--- src/rtl/ysyx_23060278_lsu.sv ---
// ysyx_23060278_lsu -- load/store unit between EX and WB.
//
// Accepts one operation at a time from EX. Non-memory operations pass the
// ALU result straight to WB. Loads and stores issue a single word-aligned
// bus request, wait for the response (bounded by TIMEOUT cycles), then
// present the result to WB until it is accepted.
//
// Parameters:
//   TIMEOUT     cycles WAIT tolerates without rsp_valid before flagging bus_err
//
// Ports:
//   clk, rst_n                      clock, synchronous active-low reset
//   in_valid/in_ready               EX handshake
//   alu_result, store_data          effective address, rs2 value
//   mem_ren, mem_wen, mem_op        load/store select, funct3 size/sign
//   rd_in, reg_wen_in               destination register and its write enable
//   out_valid/out_ready             WB handshake
//   wb_data, rd_out, reg_wen_out    writeback value, register, enable
//   req_valid/req_ready             bus request handshake
//   req_addr, req_wen, req_wdata,
//   req_wstrb                       word address, write flag, data, byte enables
//   rsp_valid, rsp_rdata            bus response / write ack and read word
//   bus_err, misalign               status flags, valid with out_valid
//
// Configuration:
//   YSYX_23060278_LSU_MISALIGN_CHK_EN  when defined, misaligned h/hu/w accesses
//                                      skip the bus and report misalign=1;
//                                      otherwise misalign is tied to 0.

module ysyx_23060278_lsu #(
    parameter logic [7:0] TIMEOUT = 8'd255
) (
    input  logic        clk,
    input  logic        rst_n,

    input  logic        in_valid,
    output logic        in_ready,
    input  logic [31:0] alu_result,
    input  logic [31:0] store_data,
    input  logic        mem_ren,
    input  logic        mem_wen,
    input  logic [2:0]  mem_op,
    input  logic [4:0]  rd_in,
    input  logic        reg_wen_in,

    output logic        out_valid,
    input  logic        out_ready,
    output logic [31:0] wb_data,
    output logic [4:0]  rd_out,
    output logic        reg_wen_out,

    output logic        req_valid,
    input  logic        req_ready,
    output logic [31:0] req_addr,
    output logic        req_wen,
    output logic [31:0] req_wdata,
    output logic [3:0]  req_wstrb,
    input  logic        rsp_valid,
    input  logic [31:0] rsp_rdata,

    output logic        bus_err,
    output logic        misalign
);

    typedef enum logic [1:0] {
        S_IDLE,
        S_REQ,
        S_WAIT,
        S_OUT
    } state_t;

    state_t      state_q;

    // captured operation attributes needed after the capture cycle
    logic [1:0]  off_q;
    logic [2:0]  op_q;
    logic        store_q;
    logic        reg_wen_q;
    logic [7:0]  cnt_q;

    // registered outputs
    logic [31:0] wb_data_q;
    logic [4:0]  rd_q;
    logic        reg_wen_out_q;
    logic        bus_err_q;
    logic [31:0] req_addr_q;
    logic        req_wen_q;
    logic [31:0] req_wdata_q;
    logic [3:0]  req_wstrb_q;
`ifdef YSYX_23060278_LSU_MISALIGN_CHK_EN
    logic        misalign_q;
`endif

    // decode of the incoming operation
    logic        in_mem;
    logic        in_store;
    logic        in_mis;
    logic [3:0]  in_wstrb;
    logic [31:0] in_wdata;

    // load data extraction from the response word
    logic [31:0] rsp_shifted;
    logic [31:0] ld_data;

    always_comb begin
        in_mem   = mem_ren | mem_wen;
        // both enables set is treated as a load
        in_store = mem_wen & ~mem_ren;

        unique case (mem_op[1:0])
            2'b00: begin
                in_wstrb = 4'b0001 << alu_result[1:0];
                in_wdata = {4{store_data[7:0]}};
            end
            2'b01: begin
                // upper lane bits shifted past bit 3 are dropped
                in_wstrb = 4'b0011 << alu_result[1:0];
                in_wdata = {2{store_data[15:0]}};
            end
            default: begin
                in_wstrb = 4'b1111;
                in_wdata = store_data;
            end
        endcase
        if (!in_store) begin
            in_wstrb = '0;
        end

`ifdef YSYX_23060278_LSU_MISALIGN_CHK_EN
        in_mis = in_mem &
                 (((mem_op[1:0] == 2'b01) & alu_result[0]) |
                  (mem_op[1] & (alu_result[1:0] != 2'b00)));
`else
        in_mis = 1'b0;
`endif
    end

    always_comb begin
        rsp_shifted = rsp_rdata >> {off_q, 3'b000};
        unique case (op_q[1:0])
            2'b00:   ld_data = op_q[2] ? {24'b0, rsp_shifted[7:0]}
                                       : {{24{rsp_shifted[7]}}, rsp_shifted[7:0]};
            2'b01:   ld_data = op_q[2] ? {16'b0, rsp_shifted[15:0]}
                                       : {{16{rsp_shifted[15]}}, rsp_shifted[15:0]};
            default: ld_data = rsp_shifted;
        endcase
    end

    always_ff @(posedge clk) begin
        if (!rst_n) begin
            state_q       <= S_IDLE;
            off_q         <= '0;
            op_q          <= '0;
            store_q       <= 1'b0;
            reg_wen_q     <= 1'b0;
            cnt_q         <= '0;
            wb_data_q     <= '0;
            rd_q          <= '0;
            reg_wen_out_q <= 1'b0;
            bus_err_q     <= 1'b0;
            req_addr_q    <= '0;
            req_wen_q     <= 1'b0;
            req_wdata_q   <= '0;
            req_wstrb_q   <= '0;
`ifdef YSYX_23060278_LSU_MISALIGN_CHK_EN
            misalign_q    <= 1'b0;
`endif
        end else begin
            unique case (state_q)
                S_IDLE: begin
                    if (in_valid) begin
                        off_q     <= alu_result[1:0];
                        op_q      <= mem_op;
                        store_q   <= in_store;
                        reg_wen_q <= reg_wen_in;
                        rd_q      <= rd_in;
                        bus_err_q <= 1'b0;
`ifdef YSYX_23060278_LSU_MISALIGN_CHK_EN
                        misalign_q <= in_mis;
`endif
                        if (!in_mem || in_mis) begin
                            // no bus traffic: result is known at capture
                            wb_data_q     <= in_mem ? '0 : alu_result;
                            reg_wen_out_q <= in_mem ? 1'b0 : reg_wen_in;
                            state_q       <= S_OUT;
                        end else begin
                            req_addr_q    <= {alu_result[31:2], 2'b00};
                            req_wen_q     <= in_store;
                            req_wdata_q   <= in_wdata;
                            req_wstrb_q   <= in_wstrb;
                            wb_data_q     <= '0;
                            reg_wen_out_q <= 1'b0;
                            state_q       <= S_REQ;
                        end
                    end
                end
                S_REQ: begin
                    if (req_ready) begin
                        cnt_q   <= '0;
                        state_q <= S_WAIT;
                    end
                end
                S_WAIT: begin
                    // a response arriving on the timeout cycle still wins
                    if (rsp_valid) begin
                        wb_data_q     <= store_q ? '0 : ld_data;
                        reg_wen_out_q <= ~store_q & reg_wen_q;
                        state_q       <= S_OUT;
                    end else if (cnt_q == TIMEOUT) begin
                        bus_err_q     <= 1'b1;
                        wb_data_q     <= '0;
                        reg_wen_out_q <= 1'b0;
                        state_q       <= S_OUT;
                    end else begin
                        cnt_q <= cnt_q + 8'd1;
                    end
                end
                S_OUT: begin
                    if (out_ready) begin
                        state_q <= S_IDLE;
                    end
                end
                default: state_q <= S_IDLE;
            endcase
        end
    end

    assign in_ready    = (state_q == S_IDLE);
    assign out_valid   = (state_q == S_OUT);
    assign req_valid   = (state_q == S_REQ);
    assign wb_data     = wb_data_q;
    assign rd_out      = rd_q;
    assign reg_wen_out = reg_wen_out_q;
    assign bus_err     = bus_err_q;
    assign req_addr    = req_addr_q;
    assign req_wen     = req_wen_q;
    assign req_wdata   = req_wdata_q;
    assign req_wstrb   = req_wstrb_q;
`ifdef YSYX_23060278_LSU_MISALIGN_CHK_EN
    assign misalign    = misalign_q;
`else
    assign misalign    = 1'b0;
`endif

endmodule

--- config.mk ---
export PLATFORM = sky130hd
export DESIGN_NAME = ysyx_23060278_lsu
export DESIGN_NICKNAME = d
export VERILOG_FILES = /design/src/rtl/ysyx_23060278_lsu.sv
export SDC_FILE = /design/constraint.sdc
export NUM_CORES = 1
export LEC_CHECK = 0
export CAP_MARGIN = 20
export CORE_MARGIN = 2
export CORE_UTILIZATION = 40
export CTS_BUF_LIST = sky130_fd_sc_hd__clkbuf_2
export DETAILED_ROUTE_END_ITERATION = 10
export GPL_TIMING_DRIVEN = 1
export PLACE_DENSITY = 0.72
export SKIP_CTS_REPAIR_TIMING = 1
export SLEW_MARGIN = 5
export SYNTH_ARGS = -nofsm -noshare
export SYNTH_HDL_FRONTEND = slang
export SYNTH_SLANG_ARGS = --single-unit
--- constraint.sdc ---
create_clock -name clk -period 2.25 [get_ports clk]
set_clock_uncertainty 0.05 [all_clocks]
set_input_delay 0.225 -clock clk [delete_from_list [all_inputs] [get_ports clk]]
set_output_delay 0.225 -clock clk [all_outputs]
set_load 0.1 [all_outputs]
* Word level (Yosys, flattened, before mapping)
Cells that the tools add are included.
Operators by class: add/subtract/negate cells 1, eq/ne operators 13, shift-type cells 3, mux-type cells 32, bitwise logic cells 5, reduce and logical (&&, ||, !) cells 11
Operator list (number):
- 2-to-1 mux 32 bit | 7
- one-hot mux 32 bit (2 select lines) | 3
- >> shifter 32 x 5 -> 32 bit | 1
- 2-to-1 mux 8 bit | 3
- one-hot mux 8 bit (2 select lines) | 1
- 2-to-1 mux 2 bit | 6
- AND reduction 4 bit | 3
- adder 8 x 1 -> 8 bit (second input constant) | 1
- equality test 8 bit (second input constant) | 1
- inequality test 2 bit (second input constant) | 4
- one-hot mux 2 bit (4 select lines) | 1
- one-hot mux 4 bit (2 select lines) | 1
- 2-to-1 mux 1 bit | 7
- equality test 2 x 1 -> 1 bit (second input constant) | 3
- zero test 2 bit | 3
- AND reduction 3 bit | 2
- equality test 2 bit (second input constant) | 2
- 2-to-1 mux 4 bit | 1
- inequality test 2 x 1 -> 1 bit (second input constant) | 2
- one-hot mux 1 bit (2 select lines) | 2
- nonzero test 2 bit | 2
- << shifter 1 x 2 -> 4 bit (first input constant) | 1
- << shifter 2 x 2 -> 4 bit (first input constant) | 1
- inequality test 3 bit (second input constant) | 1
- 4 further kinds | 6
Word-level totals: register bits after elaboration 123, output and inout port bits 112

* Logic depth before layout (Yosys ltp)
word-level depth 6, gate-level depth with buffers 9, mapped depth without buffers 6

* Worst setup path before layout
No wires, ideal clock.
path type register to register, from register state_q[0], to register wb_data_q[21] (netlist: wb_data[21]), library setup time 0.088 ns, arrival time 2.452 ns, data required time 2.112 ns, slack -0.340 ns, cell stages (with the launch flop) 8, buffers on the path 1, period minus slack after synthesis 2.590 ns, path through dfxtp_1 inv_1 ha_1 nand2_1 o21ai_2 clkbuf_1 a21oi_1 a311oi_2
On the way: cells in the longest elaborated chain, start to end 3, elaborated cells between the ends (all ways) 7, those cells by class eq/ne (3); mux (1); reduce/logical (3)
RTL lines:
- start, declared | line 72 | state_t state_q;
- start signal, assigned | line 151 | state_q <= S_IDLE;
- start signal, assigned | line 185 | state_q <= S_OUT;
- start signal, assigned | line 193 | state_q <= S_REQ;
- zero test 2 bit (*)
- via in_ready | line 37 | output logic in_ready,
- inequality test 2 bit (no line) or nonzero test 2 bit (tied branches)
- AND reduction 3 bit (no line)
- end signal, assigned | line 183 | wb_data_q <= in_mem ? '0 : alu_result;
- end signal, assigned | line 206 | wb_data_q <= store_q ? '0 : ld_data;
- end, declared | line 82 | logic [31:0] wb_data_q;
Mark *: on every way through the listed nets, which the timed path passes. The rest lies on a longest branch. A chain may end at the register's enable or synchronous reset.

* Worst setup path after layout
from register state_q[0], to register wb_data_q[10] (netlist: wb_data[10])
On the way: cells in the longest elaborated chain, start to end 3, elaborated cells between the ends (all ways) 7, those cells by class eq/ne (3); mux (1); reduce/logical (3)
RTL lines:
- equality test 2 bit or zero test 2 bit (tied branches) | line 169 | unique case (state_q)
- inequality test 3 bit (no line), or another cell as far along
- AND reduction 3 bit (no line)
Parallel ways exist; a longest one is shown, timed or not.

==> out/qor.csv <==
stage;metric;value;unit
status;status;completed;
drt;drcViolationCount;0;
pwr;pwr-share-seq;26.9;%
place;gp_congestion;0.835;
timing;slew-limit-headroom;50.2;%
die;core;0.0146;sq mm
cells_and_area;layout-drive-gt1-share;24.2;%
die;chipWidth;127;um
clock_network;clock-sinks;123;
timing;fmax;492;MHz
timing;slew_viol_final;0;
setup_path;crit_path_max_fanout;33;
synth;syn_inst;697;
synth;seq_area_frac_synth;40.7;%
setup_path;worst_path_max_delay_cell;dfxtp_1;
synth;ys_seq_elements;123;
setup_path;r2r_cells;6;
timing;fin_tns_setup;0;ps
global_route;use_met2;38.6;%
setup_path;timing.rr.end;wb_data[10];
synth;synth_area_per_cell;8.67;sq um
synth;synth_mux_area_share;9.00;%
clock_network;cts_buffer_depth;2;
synth;ys_top_cells_by_area;dfxtp_1 41%, nand2_1 9.1%, a21oi_1 7.5%;
cells_and_area;multiInputGateArea;0.00324;sq mm
setup_path;crit_start;state_q[0];
setup_path;worstSetupPathType;register to register;
clock_network;worstSkewPairLatency;680;ps
die;dieArea;0.0161;sq mm
cells_and_area;n_fill_cell;1386;
die;fp.dieH;127;um
setup_path;cp_num_buf_inv;2;
pwr;p_comb_share;61.7;%
drt;wirelength;20.0;mm
place;port_buffers;221;
setup_path;critPathArrivalTime;2580;ps
global_route;grt_pass1_wl;30.9;mm
synth;synth_area_leader_cell;dfxtp_1;
global_route;grt_max_degree;78;
drt;drt_iter0_drc;413;
flow_run;cap_violations;0;
pwr;p_switching;6.20;mW
global_route;grt_use_met1;32.2;%
synth;synthAdderAreaFrac;1.03;%
setup_path;r2r-start;state_q[0];
pwr;peakVddDrop;0.000671;V
clock_network;root_buffer;clkbuf_2;
timing;period_minus_slack;2030;ps
die;row_count;44;
setup_path;crit_path_end;wb_data[10];
setup_path;path_delay_family;compound AO/OA/AOI/OAI gates;
synth;synth_edf_count;0;
synth;syn_area;0.00605;sq mm
drt;dr.pass1.iters;5;
synth;yosys.area.top_type_share;40.7;%
die;io_pins;225;
pwr;power_density;1280;mW/mm^2
clock_network;htree_levels;4;
drt;drtAntennaViolNets;0;
timing;worst_pin_slew;744;ps
clock_network;cts_buffers;17;
synth;synth-main-ff-cell;dfxtp_1;
drt;wl_per_cell;18.1;um
die;start_util;41.3;%
global_route;overflow;0;
global_route;antenna_found_initial;1;
cells_and_area;final_core_util;58.1;%
synth;yosys.area_share.simple;15.8;%
synth;ys_types;58;
pwr;internal_power;4.70;mW
setup_path;end_kind;register;
cells_and_area;fin_nets;1027;
timing;timing.final.crit_share;90.4;%
synth;synth_compound_area_share;26.9;%
global_route;grt_pass1_vias;5651;
setup_path;startpoint_type;register;
pwr;switching_share;56.9;%
hold_path;hold_path.class;input pin to register;
global_route;met3_usage;6.58;%
place;dp_hpwl;14.1;mm
synth;synth_top_family_by_area;compound AO/OA/AOI/OAI gates;
setup_path;path_cells;inv_1, ha_1, inv_2, a211o_1, and2_4, o221a_2;
cells_and_area;area_growth;40.6;%
clock_network;tritoncts;yes;
synth;yosysWarnings;0;
place;placed_cells;1063;
timing;hold_violations;0;
pwr;pwr-share-clk;11.4;%
synth;synth_xor_xnor_area_share;0.145;%
drt;vias_per_cell;5.52;
cells_and_area;postLayoutCellArea;0.00850;sq mm
drt;vias;6111;
timing;grt_setup_unrepaired;false;
setup_path;cp.depth;6;
clock_network;path_clk_slew;190;ps
setup_path;r2r_slack;220;ps
place;dpl-instance-area;0.00819;sq mm
global_route;track_usage;24.2;%
setup_path;crit_required;2800;ps
synth;synthArstFlopShare;0;%
setup_path;cp_slowest_stage_delay;380;ps
timing;setup_violations;0;
cells_and_area;regArea;0.00246;sq mm
pwr;leakagePower;3.32;nW
global_route;busiest_layer;met2;
cells_and_area;fin_cells;1107;
-- tightest hold or removal path, cell delays in order --
cell	delay, ps
clkdlybuf4s50_1	410
nand2_1	60
a21oi_1	50
-- cell usage after synthesis (9+ instances only) --
master	number
dfxtp_1	123
a21oi_1	90
clkbuf_1	42
nand2_1	147
inv_1	11
mux2i_1	18
a211oi_1	11
mux2_2	15
a311oi_2	16
a22oi_1	9
nand3_1	21
a311oi_1	10
o21ai_0	25
buf_2	9
a32oi_1	23
nor2_1	25
-- kinds of logic (layout without fill, tap and decap cells) --
| family | count (synthesis) | count (layout) |
|---|---|---|
| AOI/OAI and AO/OA | 225 | 225 |
| xor gates and xnor gates | 1 | 1 |
| adders and majority gates | 5 | 5 |
| buffers and inverters | 80 | 303 |
| DFF | 123 | 123 |
| muxes | 42 | 42 |
| other | 1 | 4 |
| and+or+nand+nor | 220 | 220 |
-- final cells by class --
type	instances	share of cell area (%)
clock inverters	14	1.25
clock buffers	18	1.06
inverters	12	0.545
multi-input cells	496	38.1
flip-flops and latches	123	29.0
repair buffers	259	27.4
diodes	1	0.0294
well taps	184	2.71
-- power groups by stage --
stage / clock network (mW) / registers (mW) / logic [mW]
floorplan: 0 / 5.99 / 2.18
global placement: 0 / 2.97 / 6.68
detailed placement: 0 / 2.98 / 6.72
CTS: 1.28 / 2.93 / 6.73
global route: 1.39 / 2.99 / 7.04
finish: 1.24 / 2.93 / 6.73
-- cells in the final DEF (no fill, tap or decap), drive strengths merged, types with 21 or more instances in the layout --
cell	instances
a21oi	90
buf	136
a32oi	23
clkdlybuf4s50	112
o21ai	27
nor2	25
dfxtp	123
nand3	21
a311oi	26
nand2	147
-- registers in the layout (all words and copies together) (netlist names), 2 cells and up --
name	flops
rd_out	5
cnt_q	8
req_wdata	32
off_q	2
op_q	3
wb_data	32
state_q	2
req_addr	30
req_wstrb	4
-- stage by stage --
stage,hold WS [ps],setup WS (ps),power [mW]
6_report,57.7,215,10.9
5_1_grt,2.19,102,11.4
4_1_cts,-38.1,198,10.9
3_5_place_dp,397,193,9.69
3_3_place_gp,392,223,9.66
2_1_floorplan,272,73.3,8.17
-- routing by layer --
metal / vias up / share of wire [%]
met4: 0 / 1.8
met5: - / 0
met2: 207 / 47
met3: 28 / 6.2
li1: 2965 / -
met1: 2911 / 45
-- worst min-delay path by stage --
stage	cells after the start	startpoint	slack [ps]	end
2_1_floorplan	1	mem_ren	270	req_wen
3_3_place_gp	2	req_wdata[3]	390	req_wdata[3]
3_5_place_dp	2	req_addr[11]	400	req_addr[11]
4_1_cts	3	rd_in[3]	-40	rd_out[3]
5_1_grt	3	alu_result[13]	2	req_addr[13]
6_report	3	rd_in[0]	60	rd_out[0]
Power figures use the tool's default switching activity.
